## src/rtl/edge_scan_ctrl.sv

```systemverilog
// edge_scan_ctrl
// Sequences one measurement run of the 4096-bit sticky edge-mask accumulator.
// A run clears the accumulator, enables it for a programmed window and then
// drains all 128 32-bit words through the readout mux onto a valid/ready
// stream.
//
// Optional build macro: EDGE_SCAN_SKIP_ZERO_EN
//   defined   : all-zero words are not emitted, except word 127, which is
//               always emitted so that m_last terminates the stream
//   undefined : all 128 words are emitted in order 0..127
//
// Ports
//   CLK, RST      clock, asynchronous active-high reset
//   start         one-cycle run request, accepted only in IDLE
//   abort         terminate the run from any non-IDLE state
//   accum_cycles  window length in cycles, sampled on an accepted start
//   acc_clr       one-cycle accumulator clear
//   acc_en        accumulator OR-enable, high only during the window
//   sel1, sel2    readout mux bank / word select
//   rd_data       readout mux output (combinational from sel1/sel2)
//   m_valid, m_ready, m_data, m_index, m_last   output word stream
//   busy          high in every state except IDLE
//   done          one-cycle pulse on normal completion
module edge_scan_ctrl #(
   parameter int unsigned RD_LAT = 1,
   parameter int unsigned CNT_W  = 16
) (
   input  logic             CLK,
   input  logic             RST,
   input  logic             start,
   input  logic             abort,
   input  logic [CNT_W-1:0] accum_cycles,
   output logic             acc_clr,
   output logic             acc_en,
   output logic [2:0]       sel1,
   output logic [3:0]       sel2,
   input  logic [31:0]      rd_data,
   output logic             m_valid,
   input  logic             m_ready,
   output logic [31:0]      m_data,
   output logic [6:0]       m_index,
   output logic             m_last,
   output logic             busy,
   output logic             done
);

   localparam int unsigned      IDX_W    = 7;
   localparam int unsigned      LAT_W    = 3;
   localparam logic [IDX_W-1:0] LAST_IDX = 7'd127;

   typedef enum logic [2:0] {
      S_IDLE,
      S_CLEAR,
      S_ACCUM,
      S_SETTLE,
      S_OUT,
      S_DONE
   } state_t;

   state_t           r_state;
   state_t           w_next_state;
   logic [CNT_W-1:0] r_win_cnt;
   logic [CNT_W-1:0] w_win_cnt;
   logic [LAT_W-1:0] r_lat_cnt;
   logic [LAT_W-1:0] w_lat_cnt;
   logic [IDX_W-1:0] r_sel;
   logic [IDX_W-1:0] w_sel;
   logic             w_capture;
   logic             w_settle_last;

   logic             r_acc_clr;
   logic             r_acc_en;
   logic             r_m_valid;
   logic [31:0]      r_m_data;
   logic [IDX_W-1:0] r_m_index;
   logic             r_m_last;
   logic             r_busy;
   logic             r_done;

   // State register
   always_ff @(posedge CLK or posedge RST) begin
      if (RST) begin
         r_state <= S_IDLE;
      end else begin
         r_state <= w_next_state;
      end
   end

   // Next-state, counter and capture decode
   always_comb begin
      w_next_state  = r_state;
      w_win_cnt     = r_win_cnt;
      w_lat_cnt     = r_lat_cnt;
      w_sel         = r_sel;
      w_capture     = 1'b0;
      w_settle_last = (r_lat_cnt == LAT_W'(RD_LAT - 1));

      case (r_state)
         S_IDLE: begin
            if (start && !abort) begin
               w_next_state = S_CLEAR;
               w_win_cnt    = accum_cycles;
               w_sel        = '0;
            end
         end
         S_CLEAR: begin
            w_lat_cnt = '0;
            if (r_win_cnt != '0) begin
               w_next_state = S_ACCUM;
            end else begin
               w_next_state = S_SETTLE;
            end
         end
         S_ACCUM: begin
            // Window ends when the count reaches zero; the full CNT_W range is usable.
            w_win_cnt = r_win_cnt - CNT_W'(1);
            w_lat_cnt = '0;
            if (r_win_cnt == CNT_W'(1)) begin
               w_next_state = S_SETTLE;
            end
         end
         S_SETTLE: begin
            if (w_settle_last) begin
`ifdef EDGE_SCAN_SKIP_ZERO_EN
               // Empty words are stepped over without a valid cycle.
               if ((rd_data == 32'h0) && (r_sel != LAST_IDX)) begin
                  w_sel     = r_sel + IDX_W'(1);
                  w_lat_cnt = '0;
               end else begin
                  w_capture    = 1'b1;
                  w_next_state = S_OUT;
               end
`else
               w_capture    = 1'b1;
               w_next_state = S_OUT;
`endif
            end else begin
               w_lat_cnt = r_lat_cnt + LAT_W'(1);
            end
         end
         S_OUT: begin
            if (m_ready) begin
               if (r_sel == LAST_IDX) begin
                  w_next_state = S_DONE;
               end else begin
                  w_sel        = r_sel + IDX_W'(1);
                  w_lat_cnt    = '0;
                  w_next_state = S_SETTLE;
               end
            end
         end
         S_DONE: begin
            w_next_state = S_IDLE;
         end
         default: begin
            w_next_state = S_IDLE;
         end
      endcase

      // Abort overrides everything except the mux address, which is kept.
      if (abort && (r_state != S_IDLE)) begin
         w_next_state = S_IDLE;
         w_sel        = r_sel;
         w_capture    = 1'b0;
      end
   end

   // Datapath and registered outputs, decoded from the next state
   always_ff @(posedge CLK or posedge RST) begin
      if (RST) begin
         r_win_cnt <= '0;
         r_lat_cnt <= '0;
         r_sel     <= '0;
         r_acc_clr <= 1'b0;
         r_acc_en  <= 1'b0;
         r_m_valid <= 1'b0;
         r_m_data  <= '0;
         r_m_index <= '0;
         r_m_last  <= 1'b0;
         r_busy    <= 1'b0;
         r_done    <= 1'b0;
      end else begin
         r_win_cnt <= w_win_cnt;
         r_lat_cnt <= w_lat_cnt;
         r_sel     <= w_sel;
         r_acc_clr <= (w_next_state == S_CLEAR);
         r_acc_en  <= (w_next_state == S_ACCUM);
         r_m_valid <= (w_next_state == S_OUT);
         r_busy    <= (w_next_state != S_IDLE);
         r_done    <= (w_next_state == S_DONE);
         if (w_capture) begin
            r_m_data  <= rd_data;
            r_m_index <= r_sel;
            r_m_last  <= (r_sel == LAST_IDX);
         end
      end
   end

   assign acc_clr = r_acc_clr;
   assign acc_en  = r_acc_en;
   assign sel1    = r_sel[6:4];
   assign sel2    = r_sel[3:0];
   assign m_valid = r_m_valid;
   assign m_data  = r_m_data;
   assign m_index = r_m_index;
   assign m_last  = r_m_last;
   assign busy    = r_busy;
   assign done    = r_done;

endmodule

```

## config.mk

```make
export PLATFORM = sky130hd
export DESIGN_NAME = edge_scan_ctrl
export DESIGN_NICKNAME = d
export VERILOG_FILES = /design/src/rtl/edge_scan_ctrl.sv
export SDC_FILE = /design/constraint.sdc
export NUM_CORES = 1
export LEC_CHECK = 0
export ABC_AREA = 1
export CELL_PAD_IN_SITES_DETAIL_PLACEMENT = 0
export CELL_PAD_IN_SITES_GLOBAL_PLACEMENT = 1
export CORE_ASPECT_RATIO = 0.6
export CORE_MARGIN = 2
export CORE_UTILIZATION = 36
export DETAILED_ROUTE_END_ITERATION = 8
export PLACE_DENSITY = 0.9
export SETUP_SLACK_MARGIN = 0.4
export SLEW_MARGIN = 20
export SYNTH_ARGS = -nofsm -noshare
export SYNTH_HDL_FRONTEND = slang
export SYNTH_SLANG_ARGS = --single-unit
```

## constraint.sdc

```tcl
create_clock -name CLK -period 5.29 [get_ports CLK]
set_clock_uncertainty 0.2 [all_clocks]
set_input_delay 1.058 -clock CLK [delete_from_list [all_inputs] [get_ports CLK]]
set_output_delay 1.058 -clock CLK [all_outputs]
set_load 0.03 [all_outputs]
```

==> results of run 1 <==
## layer usage
metal  track usage [%]  share of wire (%)
met4              6.06                1.4
met2              27.0                 41
met3              6.30                7.3
met5                 0                  0
met1              26.7                 50
## sequential cells by signal (all words and copies together), names as in the netlist, 3 cells and up
signal and flops:
r_win_cnt 16, r_lat_cnt 3, r_sel 7, r_state 3
m_data 32, m_index 7
## worst max-delay path by stage
stage          slack (ns)   from                       end
2_1_floorplan        2.15    RST         acc_clr$_DFF_PP0_
3_3_place_gp         2.03  abort  r_win_cnt[1]$_DFFE_PP0P_
3_5_place_dp         1.95  abort  r_win_cnt[1]$_DFFE_PP0P_
4_1_cts              2.30  abort  r_win_cnt[1]$_DFFE_PP0P_
5_1_grt              2.11  abort  r_win_cnt[1]$_DFFE_PP0P_
6_report             2.28  abort  r_win_cnt[1]$_DFFE_PP0P_
## worst min-delay path: stages (launching register included)
cell     delay [ns]
dfrtp_1        0.34
nand2_1        0.05
nand2_1        0.05
## cells in the mapped netlist, types with 2 or more instances
| cell | n | area share (%) |
|---|---|---|
| nand2_1 | 149 | 15 |
| dfrtp_1 | 74 | 51 |
| nand3_1 | 65 | 9.0 |
| nor2_1 | 48 | 5.0 |
| inv_1 | 41 | 4.2 |
| o21ai_0 | 23 | 3.2 |
| buf_2 | 11 | 1.5 |
| o211ai_1 | 7 | 1.4 |
| ha_1 | 6 | 2.1 |
| o21ai_1 | 6 | 0.83 |
| buf_6 | 4 | 1.2 |
| inv_2 | 4 | 0.41 |
| nand4_1 | 4 | 0.69 |
| nand2_2 | 3 | 0.52 |
| nor2_2 | 3 | 0.52 |
| a21oi_1 | 2 | 0.28 |
| a22oi_1 | 2 | 0.41 |
| nand3b_1 | 2 | 0.41 |
| xor2_1 | 2 | 0.48 |
## power by group through the flow
stage / logic, W / clock network [W] / registers (W)
finish: 0.00125 / 0.000607 / 0.000932
global route: 0.00138 / 0.000645 / 0.000961
CTS: 0.00126 / 0.000621 / 0.000929
detailed placement: 0.00125 / 0 / 0.000931
global placement: 0.00124 / 0 / 0.000934
floorplan: 0.000527 / 0 / 0.00118
## logic make-up (layout without fill, tap and decap cells)
group | Yosys count | count (layout) | share of synthesized area [%]
compound gates | 42 | 42 | 6.58
xor+xnor | 3 | 3 | 0.724
fa+ha+maj | 6 | 6 | 2.07
buf+inv | 61 | 167 | 7.61
flops | 74 | 74 | 51.0
simple gates | 277 | 277 | 32.0
## area by class of cell
| type | instances | share of cell area [%] |
|---|---|---|
| sequential | 74 | 36.7 |
| inverter | 45 | 3.35 |
| multi-input combinational | 328 | 29.8 |
| clock inverter | 6 | 1.34 |
| tap | 135 | 3.35 |
| timing repair buffer | 106 | 20.9 |
| clock buffer | 10 | 4.54 |
## through the flow
step           hold slack, ns  instance area (um2)  setup WS (ns)  total power (W)  instances
6_report                0.268                 5050           2.28          0.00279        704
5_1_grt                 0.295                 5050           2.11          0.00299        704
4_1_cts                 0.273                 5050           2.30          0.00281        704
3_5_place_dp            0.258                 4750           1.95          0.00219        688
3_3_place_gp            0.254                 4750           2.03          0.00217        688
2_1_floorplan           0.278                 3630           2.15          0.00171        463
==> results.json, run 1 <==
{
  "syn_nets": 522,
  "r2r_cells": 7,
  "crit_arrival_ns": 3.02,
  "grt_pass1_vias": 3199,
  "n_fill_cell": 926,
  "synth-async-reset-ratio_pct": 100,
  "post-route-drc-count": 0,
  "grt_overflow_total": 0,
  "clock_sink_count": 74,
  "leakagePower_nw": 2.37,
  "drtIter0Drc": 230,
  "r2r-end": "m_last$_DFFE_PP0P_",
  "drv_cap": 0,
  "status": "finished clean",
  "r2r_slack_ns": 2.65,
  "clk_latency_ns": 0.33,
  "yosysSeqAreaShare_pct": 51.0,
  "final_cell_mix": "149 x nand2_1, 104 x clkdlybuf4s50_1, 74 x dfrtp_1",
  "min_path_type": "register to register",
  "rows": 28,
  "fmax_mhz": 332,
  "die_x_um": 134,
  "switching_share_pct": 42.5,
  "hold_viol": 0,
  "register_area_mm2": 0.00185,
  "period_minus_slack_ns": 3.01,
  "cp-end-kind": "register",
  "grt.total_usage_pct": 18.8,
  "hold_start": "m_data[11]$_DFFE_PP0P_",
  "h-tree-depth": 3,
  "vias_per_cell": 4.83,
  "die_h_um": 81.8,
  "synth_area_mm2": 0.00363,
  "clkSlewWorstSetupHoldPaths_ns": 0.06,
  "gp_congestion": 0.835,
  "sequentialPowerShare_pct": 33.4,
  "slew-limit-headroom_pct": 45.5,
  "tns_ns": 0,
  "cts_buffer_depth": 2,
  "multiInputGateArea_mm2": 0.00150,
  "crit_chain": "clkdlybuf4s50_1 -> nor2_1 -> nand3_1 -> inv_2 -> nor2_2 -> inv_1 -> o211ai_1 -> o21ai_0",
  "clkPwrFrac_pct": 21.8,
  "syn_to_final_growth_pct": 38.9,
  "internal_power_w": 0.00160,
  "core_area_mm2": 0.00984,
  "rsz0062_at_grt": "no",
  "timing.final.max_slew_violations": 0,
  "antenna_left": 0,
  "cpPeakStageDelay_ns": 0.50,
  "postCtsSetupRepairBufs": 0,
  "min_to": "m_data[11]$_DFFE_PP0P_",
  "io_buffer_count": 104,
  "routedWlPerCell_um": 13.8,
  "cts_resized": 0,
  "place_hpwl_um": 6990,
  "grt_start_max_net_pins": 48,
  "synth_cell_type_count": 26,
  "pwr-share-comb_pct": 44.8,
  "initial_utilization_pct": 36.9,
  "final_net_count": 623,
  "cp_top_family": "buffers and inverters",
  "slowest_stage": "clkdlybuf4s50_1",
  "first_pass_iters": 4,
  "worstPathRequired_ns": 5.30,
  "grt_pass1_wl_um": 15900,
  "postCtsHoldBufs": 0,
  "whs_path_depth": 2,
  "vias": 3398,
  "timing.rr.start": "r_state[1]$_DFF_PP0_",
  "wirelength_um": 9700,
  "final_common_cell": "nand2_1",
  "post-route-util_pct": 51.3,
  "finalCritPeriodShare_pct": 56.9,
  "syn_inst": 463,
  "boundaryPins": 105,
  "antenna_cells": 0,
  "crit_type": "primary input to register",
  "p_per_area_mw_per_mm2": 553,
  "cts_tree": "built",
  "synthFlopType": "dfrtp_1",
  "setup_viol": 0,
  "numCtsBuffers": 9,
  "root_buffer": "clkbuf_16",
  "synth-edff-count": 0,
  "antenna_found_initial": 0,
  "crit_buf_inv": 3,
  "path_depth": 8,
  "yosysWarnings": 0,
  "drive_above_1_share_pct": 5.27,
  "tightest_slew_ns": 0.815,
  "avgSynthCellArea_um2": 7.84,
  "start_kind": "primary input",
  "ir_worst_vdd_v": 0.000272,
  "p_switching_w": 0.00119,
  "synth-seq-cells": 74,
  "path_max_fanout": 13,
  "dieArea_mm2": 0.0109
}
Power figures use the tool's default switching activity.
==> run 2, diff against run 1 <==
CORE_UTILIZATION = 34   (was 36)
PLACE_DENSITY = 0.86   (was 0.9)
clock period = 3 ns   (was 5.29 ns; I/O delays follow)
==> run 2 against run 1 <==
Against the previous run: via count is 0.21% higher; clock power increased by 76%; sequential share of layout area is 0.35 points lower; critical path type is now register to output pin; critical endpoint is now sel2[2]; first-iteration DRC count decreased by 20%; hold slack better by 0.0033 ns; routed wire length up 1.9%.
==> results.json, run 2 (same netlist as run 1, synthesis figures left out) <==
{
  "status": "finished clean",
  "timing.rr.start": "r_state[1]$_DFF_PP0_",
  "final_net_count": 627,
  "p_per_area_mw_per_mm2": 971,
  "grt_pass1_vias": 3173,
  "final_common_cell": "nand2_1",
  "rows": 29,
  "ir_worst_vdd_v": 0.000438,
  "cts_resized": 0,
  "fmax_mhz": 425,
  "min_path_type": "register to register",
  "numCtsBuffers": 9,
  "cpPeakStageDelay_ns": 0.73,
  "die_x_um": 137,
  "setup_viol": 0,
  "antenna_cells": 0,
  "postCtsHoldBufs": 0,
  "hold_start": "m_data[3]$_DFFE_PP0P_",
  "antenna_left": 0,
  "crit_arrival_ns": 1.55,
  "io_buffer_count": 104,
  "hold_viol": 0,
  "tightest_slew_ns": 0.578,
  "crit_path_start": "r_sel[2]$_DFFE_PP0P_",
  "grt_overflow_total": 0,
  "finalCritPeriodShare_pct": 78.4,
  "slew-limit-headroom_pct": 61.4,
  "boundaryPins": 105,
  "leakagePower_nw": 2.40,
  "syn_to_final_growth_pct": 40.3,
  "crit_chain": "clkdlybuf4s50_1",
  "slowest_stage": "clkdlybuf4s50_1",
  "place_hpwl_um": 7170,
  "start_kind": "register",
  "tns_ns": 0,
  "cp-end-kind": "output pin",
  "timing.final.max_slew_violations": 0,
  "vias_per_cell": 4.78,
  "grt.total_usage_pct": 17.7,
  "drive_above_1_share_pct": 5.93,
  "cp_top_family": "buffers and inverters",
  "first_pass_iters": 5,
  "drtIter0Drc": 185,
  "die_h_um": 84.1,
  "largest_register_ffs": 32,
  "rsz0062_at_grt": "no",
  "initial_utilization_pct": 34.6,
  "drv_cap": 0,
  "period_minus_slack_ns": 2.35,
  "clock_sink_count": 74,
  "fin_area_mm2": 0.00509,
  "wirelength_um": 9880,
  "clk_latency_ns": 0.33,
  "dp_cells": 696,
  "post-route-drc-count": 0,
  "h-tree-depth": 3,
  "n_fill_cell": 1014,
  "cts_tree": "built",
  "core_area_mm2": 0.0105,
  "grt_pass1_wl_um": 15900,
  "worstPathRequired_ns": 2.20,
  "finalNonFillerCells": 712,
  "path_max_fanout": 8,
  "gp_congestion": 0.879,
  "crit_type": "register to output pin",
  "placed_area_mm2": 0.00480,
  "power_w": 0.00495,
  "clkSlewWorstSetupHoldPaths_ns": 0.06,
  "vias": 3405,
  "postCtsSetupRepairBufs": 0,
  "final_cell_mix": "149 x nand2_1, 104 x clkdlybuf4s50_1, 74 x dfrtp_1",
  "antenna_found_initial": 0,
  "grt_start_max_net_pins": 75,
  "crit_buf_inv": 1,
  "dieArea_mm2": 0.0116,
  "routedWlPerCell_um": 13.9,
  "root_buffer": "clkbuf_16",
  "cts_buffer_depth": 2
}
==> run 2: changes by cell type in the layout (fill, tap and decap cells not counted) <==
| cell | change |
|---|---|
| buf_4 | +3 |
| buf_12 | +1 |
| inv_6 | +1 |
| inv_2 | -1 |
| clkinv_4 | -1 |
| clkinv_2 | +1 |
==> run 2: layout make-up <==
| type | count | area [um2] | share of cell area, % |
|---|---|---|---|
| multi-input cells | 328 | 1500 | 29.5 |
| flip-flops and latches | 74 | 1850 | 36.3 |
| clock inverters | 6 | 65.1 | 1.28 |
| inverters | 45 | 173 | 3.39 |
| well taps | 139 | 174 | 3.41 |
| clock buffers | 10 | 229 | 4.49 |
| repair buffers | 110 | 1100 | 21.6 |
==> run 2: stage by stage <==
step | util, % | hold slack [ns] | setup slack (ns)
floorplan | - | 0.278 | 1.14
global placement | 45.8 | 0.252 | 0.635
detailed placement | 45.8 | 0.258 | 0.593
CTS | 48.6 | 0.273 | 0.631
global route | 48.6 | 0.297 | 0.572
finish | 48.6 | 0.271 | 0.647
==> run 2: worst paths after layout <==
kind | to | slack, ns | cells past startpoint
min in group asynchronous | m_data[21]$_DFFE_PP0P_ | 0.52 | 3
worst min register to register | m_data[3]$_DFFE_PP0P_ | 0.27 | 2
worst max register to register | m_index[4]$_DFFE_PP0P_ | 0.85 | 8
worst max-delay path | sel2[2] | 0.65 | 1
worst min-delay path | m_data[3]$_DFFE_PP0P_ | 0.27 | 2
max in group asynchronous | r_win_cnt[15]$_DFFE_PP0P_ | 1.74 | 3
==> run 2: report_power, final <==
group / total [W] / internal, W / leakage [nW] / switching [W]
clock: 0.00107 / 0.000645 / 0.143 / 0.000422
combinational: 0.00224 / 0.000835 / 1.30 / 0.00141
sequential: 0.00164 / 0.00137 / 0.959 / 0.000267
total: 0.00495 / 0.00285 / 2.40 / 0.00209
==> run 2: routing by layer <==
metal | wire length (um) | share of wire [%] | GRT usage (%) | vias up
met5 | 0 | 0 | 0 | -
met4 | 74 | 0.75 | 4.22 | 0
met3 | 920 | 9.3 | 5.16 | 10
met2 | 3960 | 40 | 25.4 | 122
met1 | 4920 | 50 | 26.2 | 1582
li1 | - | - | - | 1691
==> run 3, diff against run 2 <==
CORE_UTILIZATION = 31   (was 34)
PLACE_DENSITY = 0.83   (was 0.86)
clock period = 1.9 ns   (was 3 ns; I/O delays follow)
==> run 3 against run 2 <==
Against the previous run: hold slack improved by 0.012 ns; global-route usage rose by 1.3 points; via count rose by 13%; utilization rose by 11 points; routed wire length rose by 25%; first-iteration DRC count rose by 7.0%; final area rose by 32%; sequential share of layout area fell by 8.7 points; final cell count rose by 16%; critical path type is now register to register; critical endpoint is now r_state[1]$_DFF_PP0_.
==> results.json, run 3 (same netlist as run 1, synthesis figures left out) <==
{
  "vias_per_cell": 4.68,
  "boundaryPins": 105,
  "grt_start_max_net_pins": 75,
  "post-route-drc-count": 0,
  "initial_utilization_pct": 31.9,
  "fin_area_mm2": 0.00673,
  "drv_cap": 0,
  "clock_sink_count": 74,
  "power_w": 0.0103,
  "numCtsBuffers": 9,
  "largest_register_ffs": 32,
  "p_switching_w": 0.00433,
  "clkPwrFrac_pct": 17.9,
  "final_net_count": 718,
  "drive_above_1_share_pct": 49.1,
  "postCtsHoldBufs": 0,
  "period_minus_slack_ns": 1.71,
  "antenna_cells": 0,
  "gp_congestion": 0.934,
  "grt.total_usage_pct": 19.1,
  "wirelength_um": 12400,
  "grt_overflow_total": 0,
  "min_path_type": "primary input to asynchronous set/reset pin",
  "first_pass_iters": 4,
  "die_x_um": 144,
  "drtIter0Drc": 198,
  "final_common_cell": "buf_4",
  "setup_viol": 0,
  "antenna_found_initial": 0,
  "leakagePower_nw": 3.23,
  "internal_power_w": 0.00593,
  "vias": 3859,
  "die_h_um": 87.8,
  "tns_ns": 0,
  "rows": 30,
  "cts_tree": "built",
  "n_fill_cell": 996,
  "clkSlewWorstSetupHoldPaths_ns": 0.06,
  "rsz0062_at_grt": "yes",
  "p_per_area_mw_per_mm2": 1520,
  "syn_to_final_growth_pct": 85.3,
  "grt_pass1_wl_um": 18500,
  "core_area_mm2": 0.0114,
  "holdWs_ns": 0.283,
  "h-tree-depth": 3,
  "cp-end-kind": "register",
  "antenna_left": 0,
  "worstPathRequired_ns": 1.94,
  "routedWlPerCell_um": 15.0,
  "dieArea_mm2": 0.0126,
  "slew-limit-headroom_pct": 72.3,
  "io_buffer_count": 104,
  "final_cell_mix": "87 x buf_4, 78 x nand2_1, 68 x dfrtp_1",
  "path_max_fanout": 4,
  "status": "finished clean",
  "ir_worst_vdd_v": 0.000819,
  "fmax_mhz": 584,
  "sequentialPowerShare_pct": 26.7,
  "tightest_slew_ns": 0.416,
  "crit_arrival_ns": 1.75,
  "timing.final.max_slew_violations": 0,
  "crit_type": "register to register",
  "pwr-share-comb_pct": 55.4,
  "switching_share_pct": 42.2,
  "hold_viol": 0,
  "clk_latency_ns": 0.33,
  "grt_pass1_vias": 3654,
  "placed_area_mm2": 0.00510,
  "place_hpwl_um": 7920,
  "finalCritPeriodShare_pct": 90.1,
  "root_buffer": "clkbuf_16",
  "cts_buffer_depth": 2,
  "start_kind": "register"
}
## run 3: cell types whose count changed in the layout (fill, tap and decap cells not counted), sizes merged
cell           delta
clkinvlp          -1
clkdlybuf4s50    -54
dlygate4sd2       +2
inv               -1
clkbuf            +4
bufinv            +1
buf             +140
## run 3: power by group through the flow
stage | clock network (W) | registers, W | logic (W)
global placement | 0 | 0.00259 | 0.00386
finish | 0.00184 | 0.00274 | 0.00568
CTS | 0.00187 | 0.00264 | 0.00449
global route | 0.00196 | 0.00280 | 0.00608
floorplan | 0 | 0.00331 | 0.00151
detailed placement | 0 | 0.00261 | 0.00395
## run 3: area by class of cell
cell class              count  area, um2  share of cell area (%)
clock buffers              11        243                    3.61
clock inverters             5       78.8                    1.17
inverters                  45        193                    2.86
multi-input cells         328       2220                    33.0
flip-flops and latches     74       1860                    27.6
well taps                 160        200                    2.97
repair buffers            201       1930                    28.7
## run 3: routing by layer
layer | vias up | track usage (%) | part of all wire (%)
met5 | - | 0 | 0
met4 | 0 | 5.53 | 1.5
met3 | 17 | 5.69 | 6.0
met2 | 112 | 28.5 | 45
met1 | 1848 | 26.9 | 47
li1 | 1882 | - | -
## run 3: metrics by stage
| step | setup WS (ns) | cells | util (%) |
|---|---|---|---|
| after floorplan | 0.247 | 463 | - |
| after global placement | -0.0538 | 742 | 44.8 |
| after detailed placement | -0.107 | 742 | 44.8 |
| after CTS | 0.214 | 788 | 51.7 |
| after global routing | 0.105 | 824 | 59.2 |
| final | 0.189 | 824 | 59.2 |
## run 3: what timing repair did
item,in CTS,in global routing
gates cloned,4,3
gates resized for setup,399,201
setup buffers,26,33
setup endpoints to repair,125,111
pin swaps,39,19
## run 3: final timing paths
check	slack, ns	start	cells past startpoint	end
min	0.28	RST	3	busy$_DFF_PP0_
max in group asynchronous	0.85	RST	3	r_win_cnt[5]$_DFFE_PP0P_
min in group CLK	0.29	m_data[11]$_DFFE_PP0P_	2	m_data[11]$_DFFE_PP0P_
max	0.19	r_state[1]$_DFF_PP0_	8	r_state[1]$_DFF_PP0_
max reg2reg	0.19	r_state[1]$_DFF_PP0_	8	r_state[1]$_DFF_PP0_
min reg2reg	0.29	m_data[11]$_DFFE_PP0P_	2	m_data[11]$_DFFE_PP0P_
## run 3: critical path, stage by stage, from the launching register on
cell     delay [ns]
dfrtp_2        0.43
nor2_4         0.23
nand2_4        0.11
inv_4          0.08
nand2_4        0.05
buf_6          0.13
nand4_1        0.20
buf_4          0.16
inv_2          0.02
